`src/rtl/rx_byte_assembler_pkg.sv`:
```
// Shared widths, defaults and state encoding for the byte assembler.
// Also holds the single-bit shift helper used by the top FSM.
package rx_byte_assembler_pkg;

    localparam int BYTE_W    = 8;
    localparam int DEF_DEPTH = 4;

    typedef enum logic {
        ST_IDLE  = 1'b0,
        ST_SHIFT = 1'b1
    } rx_state_e;

    // MSB-first shifts in at bit 0, LSB-first (UART) shifts in at bit 7.
    function automatic logic [BYTE_W-1:0] shift_in(
        input logic [BYTE_W-1:0] s,
        input logic              b,
        input logic              msb_first
    );
        if (msb_first)
            return {s[BYTE_W-2:0], b};
        else
            return {b, s[BYTE_W-1:1]};
    endfunction

endpackage

```
`src/rtl/rx_byte_assembler_if.sv`:
```
// Bit-stream input and byte-stream output of the receive assembler.
// master drives bits and consumes bytes; slave is the assembler.
interface rx_byte_assembler_if;
    import rx_byte_assembler_pkg::*;

    logic              rx_bit;
    logic              rx_valid;
    logic              rx_byte_start;
    logic [BYTE_W-1:0] dout;
    logic              dout_valid;
    logic              dout_ready;
    logic              frame_err;
    logic              overrun;
    logic              clr_overrun;

    modport master (
        output rx_bit,
        output rx_valid,
        output rx_byte_start,
        output dout_ready,
        output clr_overrun,
        input  dout,
        input  dout_valid,
        input  frame_err,
        input  overrun
    );

    modport slave (
        input  rx_bit,
        input  rx_valid,
        input  rx_byte_start,
        input  dout_ready,
        input  clr_overrun,
        output dout,
        output dout_valid,
        output frame_err,
        output overrun
    );

endinterface

```
`src/rtl/rx_byte_fifo.sv`:
```
// Small synchronous byte FIFO with a registered head-of-queue output.
// Pointers carry one extra wrap bit so full/empty come from the MSB.
module rx_byte_fifo
    import rx_byte_assembler_pkg::*;
#(
    parameter int DEPTH = DEF_DEPTH
) (
    input  logic              clk_8mhz,
    input  logic              rst_n,
    input  logic              push,
    input  logic              pop,
    input  logic [BYTE_W-1:0] din,
    output logic              full,
    output logic              empty,
    output logic [BYTE_W-1:0] dout
);

    localparam int AW = $clog2(DEPTH);

    logic [BYTE_W-1:0] mem [DEPTH];
    logic [AW:0]       wr_ptr;
    logic [AW:0]       rd_ptr;
    logic [AW:0]       wr_nxt;
    logic [AW:0]       rd_nxt;
    logic              wr;
    logic              rd;
    logic [BYTE_W-1:0] head;

    assign empty = (wr_ptr == rd_ptr);
    assign full  = (wr_ptr[AW] != rd_ptr[AW]) &&
                   (wr_ptr[AW-1:0] == rd_ptr[AW-1:0]);

    assign rd = pop && !empty;
    assign wr = push && (!full || rd);

    assign wr_nxt = wr_ptr + {{AW{1'b0}}, wr};
    assign rd_nxt = rd_ptr + {{AW{1'b0}}, rd};

    // Head after this edge; a write landing on the new head means the
    // queue was drained, so the incoming byte bypasses storage.
    always_comb begin
        head = mem[rd_nxt[AW-1:0]];
        if (wr && (wr_ptr[AW-1:0] == rd_nxt[AW-1:0]))
            head = din;
    end

    // Storage write; contents need no reset since pointers gate them.
    always_ff @(posedge clk_8mhz) begin
        if (wr)
            mem[wr_ptr[AW-1:0]] <= din;
    end

    // Pointer update and registered head byte.
    always_ff @(posedge clk_8mhz or negedge rst_n) begin
        if (!rst_n) begin
            wr_ptr <= '0;
            rd_ptr <= '0;
            dout   <= '0;
        end else begin
            wr_ptr <= wr_nxt;
            rd_ptr <= rd_nxt;
            if (wr_nxt != rd_nxt)
                dout <= head;
        end
    end

endmodule

```
`src/rtl/rx_byte_assembler.sv`:
```
// Collects per-bit strobes from the bit-timing stage into bytes,
// queues them for the consumer and flags short frames and overruns.
module rx_byte_assembler
    import rx_byte_assembler_pkg::*;
#(
    parameter int DEPTH     = DEF_DEPTH,
    parameter int MSB_FIRST = 0
) (
    input  logic                clk_8mhz,
    input  logic                rst_n,
    rx_byte_assembler_if.slave  bus
);

    localparam logic MSBF = (MSB_FIRST != 0);

    rx_state_e         state;
    rx_state_e         state_n;
    logic [2:0]        bit_cnt;
    logic [2:0]        bit_cnt_n;
    logic [BYTE_W-1:0] shreg;
    logic [BYTE_W-1:0] shreg_n;
    logic [BYTE_W-1:0] shifted;
    logic              start_q;
    logic              start_rise;
    logic              ferr_n;
    logic              push;
    logic              pop;
    logic              full;
    logic              empty;
    logic              drop;

    assign start_rise = bus.rx_byte_start && !start_q;
    assign shifted    = shift_in(shreg, bus.rx_bit, MSBF);

    assign bus.dout_valid = !empty;
    assign pop            = !empty && bus.dout_ready;
    assign drop           = push && full && !pop;

    // Next state, shift data, completion push and short-frame flag.
    always_comb begin
        state_n   = state;
        bit_cnt_n = bit_cnt;
        shreg_n   = shreg;
        ferr_n    = 1'b0;
        push      = 1'b0;
        if (start_rise) begin
            state_n = ST_SHIFT;
            ferr_n  = (state == ST_SHIFT) && (bit_cnt != 3'd0);
            if (bus.rx_valid) begin
                shreg_n   = shift_in('0, bus.rx_bit, MSBF);
                bit_cnt_n = 3'd1;
            end else begin
                shreg_n   = '0;
                bit_cnt_n = 3'd0;
            end
        end else if ((state == ST_SHIFT) && bus.rx_valid) begin
            shreg_n = shifted;
            if (bit_cnt == 3'd7) begin
                push      = 1'b1;
                state_n   = ST_IDLE;
                bit_cnt_n = 3'd0;
            end else begin
                bit_cnt_n = bit_cnt + 3'd1;
            end
        end
    end

    // FSM, shift register, start edge history and error flags.
    always_ff @(posedge clk_8mhz or negedge rst_n) begin
        if (!rst_n) begin
            state         <= ST_IDLE;
            bit_cnt       <= 3'd0;
            shreg         <= '0;
            start_q       <= 1'b0;
            bus.frame_err <= 1'b0;
            bus.overrun   <= 1'b0;
        end else begin
            state         <= state_n;
            bit_cnt       <= bit_cnt_n;
            shreg         <= shreg_n;
            start_q       <= bus.rx_byte_start;
            bus.frame_err <= ferr_n;
            if (drop)
                bus.overrun <= 1'b1;
            else if (bus.clr_overrun)
                bus.overrun <= 1'b0;
        end
    end

    rx_byte_fifo #(
        .DEPTH (DEPTH)
    ) u_fifo (
        .clk_8mhz (clk_8mhz),
        .rst_n    (rst_n),
        .push     (push),
        .pop      (pop),
        .din      (shifted),
        .full     (full),
        .empty    (empty),
        .dout     (bus.dout)
    );

endmodule
```
`src/flat_wrapper.sv`:
```
// flat-port wrapper written by rule: the top's interface ports become plain ports
module rx_byte_assembler_flat import rx_byte_assembler_pkg::*;
#(
    parameter int DEPTH     = DEF_DEPTH,
    parameter int MSB_FIRST = 0
)
  (clk_8mhz, rst_n, bus_rx_bit, bus_rx_valid, bus_rx_byte_start, bus_dout_ready, bus_clr_overrun, bus_dout, bus_dout_valid, bus_frame_err, bus_overrun);
  rx_byte_assembler_if bus_i ();
  input  logic clk_8mhz;
  input  logic rst_n;
  input wire logic [$bits(bus_i.rx_bit)-1:0] bus_rx_bit;
  input wire logic [$bits(bus_i.rx_valid)-1:0] bus_rx_valid;
  input wire logic [$bits(bus_i.rx_byte_start)-1:0] bus_rx_byte_start;
  input wire logic [$bits(bus_i.dout_ready)-1:0] bus_dout_ready;
  input wire logic [$bits(bus_i.clr_overrun)-1:0] bus_clr_overrun;
  output wire logic [$bits(bus_i.dout)-1:0] bus_dout;
  output wire logic [$bits(bus_i.dout_valid)-1:0] bus_dout_valid;
  output wire logic [$bits(bus_i.frame_err)-1:0] bus_frame_err;
  output wire logic [$bits(bus_i.overrun)-1:0] bus_overrun;
  assign bus_i.rx_bit = bus_rx_bit;
  assign bus_i.rx_valid = bus_rx_valid;
  assign bus_i.rx_byte_start = bus_rx_byte_start;
  assign bus_i.dout_ready = bus_dout_ready;
  assign bus_i.clr_overrun = bus_clr_overrun;
  assign bus_dout = bus_i.dout;
  assign bus_dout_valid = bus_i.dout_valid;
  assign bus_frame_err = bus_i.frame_err;
  assign bus_overrun = bus_i.overrun;
  rx_byte_assembler #(.DEPTH(DEPTH), .MSB_FIRST(MSB_FIRST)) u_core (.clk_8mhz(clk_8mhz), .rst_n(rst_n), .bus(bus_i));
endmodule
```
`config.mk`:
```
export PLATFORM = sky130hd
export DESIGN_NAME = rx_byte_assembler_flat
export DESIGN_NICKNAME = d
export VERILOG_FILES = /design/src/rtl/rx_byte_assembler_pkg.sv /design/src/rtl/rx_byte_assembler_if.sv /design/src/rtl/rx_byte_fifo.sv /design/src/rtl/rx_byte_assembler.sv /design/src/flat_wrapper.sv
export SDC_FILE = /design/constraint.sdc
export NUM_CORES = 1
export LEC_CHECK = 0
export CORE_MARGIN = 2
export CORE_UTILIZATION = 34
export DETAILED_ROUTE_END_ITERATION = 10
export GPL_ROUTABILITY_DRIVEN = 0
export HOLD_SLACK_MARGIN = 0.1
export PLACE_DENSITY = 0.61
export REMOVE_ABC_BUFFERS = 1
export SLEW_MARGIN = 20
export SYNTH_ARGS = -nofsm -noshare
export SYNTH_HDL_FRONTEND = slang
export SYNTH_SLANG_ARGS = --single-unit
```
`constraint.sdc`:
```
create_clock -name clk_8mhz -period 3.5 [get_ports clk_8mhz]
set_input_delay 0.525 -clock clk_8mhz [delete_from_list [all_inputs] [get_ports clk_8mhz]]
set_output_delay 0.525 -clock clk_8mhz [all_outputs]
set_load 0.02 [all_outputs]
```
==> summary.md <==
| Metric | Value |
|---|---|
| Status | completed |
| CP Max Fanout | 9 |
| Area of the multi-input gates | 827.0 um^2 |
| P_leak | 1.127 nW |
| Hold Crit Class | reg2reg |
| Die X | 90.62 um |
| Sequential cell area | 0.001662 mm^2 |
| Initial core utilization | 35.17% |
| Gr ovfl total | 0 |
| FMAX | 338.1 MHz |
| Syn avg cell area | 13.64 um^2 |
| Final period util | 84.50% |
| Final #Nets | 229 |
| Worst reg-to-reg setup slack | 540 ps |
| Synth Cell Area | 0.002551 mm^2 |
| Core area | 0.007253 mm^2 |
| Synth async-reset ratio | 46.67% |
| Reg2Reg Launch Point | u_core.u_fifo.wr_ptr[1] |
| Met1 wire length | 2348 um |
| Slew @ Worst Pin | 742.2 ps |
| Ant. Diodes | 0 |
| Tot GR Track Use | 13.30% |
| WL met2 | 2276 um |
| Cell depth of the worst min-delay path | 2 |
| DR iter-0 viols | 79 |
| Final worst setup slack | 542.4 ps |
| CTS clk-pin slew, worst paths | 60 ps |
| Hold_buf cts | 0 |
| Met3 WL | 293 um |
| Ratio of cells with drive above 1 in the final layout | 14.09% |
| Rows | 31 |
| Clock sink count | 60 |
| Filler instances | 682 |
| PortBufs | 17 |
| R2r endpoint | u_core.u_fifo.dout[0] |
| Residual DRC | 0 |
| First-pass GRT wire length | 8190 um |
| CP arrival | 3200 ps |
| Worst Path Class, Setup | reg2reg |
| CTS Buffer Depth | 2 |
| CTS Buf Count | 9 |
| # setup viols final | 0 |
| Clk_lat worst skew | 330 ps |
| Crit start category | flop |
| P&R area growth vs syn | 18.10% |
| Max Used Layer | met4 |
| Max Slew Vio Count | 0 |
| Die area | 0.008212 mm^2 |
| Die height | 90.62 um |
| Leading area contributor after synthesis | edfxtp_1 |
| Largest net degree at the start of global routing | 29 |
| H-Tree Depth | 3 |
| EDFF count, synth | 32 |
| Register area share after synthesis | 65.13% |
| Critical path required time | 3750 ps |
| Final Hold Viols | 0 |
| Final Critical Period | 2958 ps |
| Post-CTS Setup Inserts | 0 |
| CTS resizes | 0 |
| Boundary Pins | 18 |
| Final Cell Area | 0.003013 mm^2 |
| Slew margin rel. | 50.10% |
| Area after DPL | 0.002861 mm^2 |
| Drt total wl | 4983 um |
| Commonest cells in the netlist | edfxtp_1 (32), dfrtp_1 (28), nand2_1 (21), o21ai_0 (11), nor3_1 (10) |
| CP Capture Type | flop |
| Clk_skew | 5.171 ps |
| Mapped Cells | 187 |
| TritonCTS clock tree | done |
| Reg2reg path depth | 10 |
| TritonRoute pass-1 iters | 4 |
| HPWL Detailed | 3312 um |
| Worst vdd ir | 0.2253 mV |
| RSZ-0062 raised after global routing | no |
| Seq cells post-synth | 60 |
| Min-delay src | u_core.bus.overrun |
| Most common flop cell mapped by yosys | edfxtp_1 |
| Vias in the first global route | 1605 |
| Initial antenna violation count | 0 |
| WL/cell | 15.62 um |
| Via count | 1525 |
| Hold path endpoint | u_core.bus.overrun |
| Vias/cell | 4.781 |
| PD cells | 752.7 mW/mm^2 |
| Yosys warnings | 0 |
| Synth top area share | 37.67% |
| Max-Cap Viols | 0 |
| Setup Slack @ Placement | 255.3 ps |
| Synth unique cells | 33 |
| Cell with the most instances after synthesis | edfxtp_1 |
| Root buffer cell | clkbuf_8 |
| Final setup TNS | 0 ps |
| Area contributors post-synth | edfxtp_1 (38%), dfrtp_1 (27%), mux4_2 (7.1%) |
| Post-route ant nets | 0 |
[cells in the final DEF (no fill, tap or decap), types with 2 or more instances in the layout]
cell type	Yosys	routed
nand2_1	21	21
a31oi_1	8	8
dfrtp_1	28	28
nor2_1	4	4
o21ai_0	11	11
edfxtp_1	32	32
buf_4	1	8
clkdlybuf4s50_1	0	17
clkinv_1	0	3
clkbuf_1	4	3
a21oi_1	9	9
xnor2_1	5	5
and3_1	2	2
nand3_1	9	9
clkbuf_8	0	9
and2_1	3	3
xor2_1	4	4
nor3b_1	2	2
nor3_1	10	10
ha_1	7	7
mux4_2	8	8
inv_1	4	4
[power by group]
group	switching, W	internal (W)	total (W)
logic	0.000453	0.000408	0.000860
clock network	0.000245	0.000249	0.000494
registers	0.0000703	0.000844	0.000914
[how the worst max path moves through the flow]
stage,from,endpoint,slack (ps),cells after the start
final,u_core.u_fifo.wr_ptr[1],u_core.u_fifo.dout[0],540,10
after global routing,u_core.u_fifo.wr_ptr[1],u_core.u_fifo.dout[7],340,10
after CTS,u_core.u_fifo.wr_ptr[1],u_core.u_fifo.dout[0],540,10
after detailed placement,bus_dout_ready,u_core.u_fifo.dout[0],260,10
after global placement,bus_dout_ready,u_core.u_fifo.dout[0],310,10
after floorplan,u_core.u_fifo.wr_ptr[1],u_core.u_fifo.dout[0],640,10
[final cells by class]
type	count	share of cell area, %
clock buffers	12	4.485
multi-input cells	114	27.45
inverters	5	0.6229
well taps	99	4.111
flip-flops and latches	60	55.15
repair buffers	25	7.641
clock inverters	4	0.5399
[metal layers]
layer | up-vias | track usage [%]
li1 | 748 | -
met1 | 730 | 17.83
met2 | 41 | 20.09
met3 | 6 | 3.673
met4 | 0 | 6.154
met5 | - | 0
[logic make-up after synthesis]
logic type | share of synthesized area, %
buffers and inverters | 2.452
adders and majority gates | 3.433
xor gates and xnor gates | 3.727
AOI/OAI and AO/OA | 6.130
muxes | 7.062
DFF | 65.13
and+or+nand+nor | 12.07
[metrics by stage]
step | util (%) | hold WS (ps) | power [W] | instances
detailed placement | 39.45 | 529.9 | 0.001797 | 303
finish | 41.54 | 532.9 | 0.002268 | 319
global placement | 39.45 | 516.7 | 0.001782 | 303
global route | 41.54 | 572.0 | 0.002418 | 319
floorplan | - | 229.4 | 0.001510 | 179
CTS | 41.54 | 536.5 | 0.002297 | 319
[state kept, by name, indices dropped and copies added (netlist names)]
name	flops
u_core.u_fifo.dout	8
u_core.u_fifo.wr_ptr	3
u_core.shreg	7
u_core.bus.overrun	1
u_core.start_q	1
u_core.u_fifo.rd_ptr	3
u_core.state	1
u_core.bus.frame_err	1
u_core.u_fifo.mem	32
u_core.bit_cnt	3
[worst max-delay path, stage by stage (launching register included)]
cell,delay (ps)
dfrtp_1,460
xor2_1,220
or4_1,590
nand2_4,120
inv_2,40
ha_1,180
ha_1,190
xor2_1,260
xor2_2,200
or2_2,420
a31oi_1,180
Note: power is estimated with default switching activity, not from simulation.
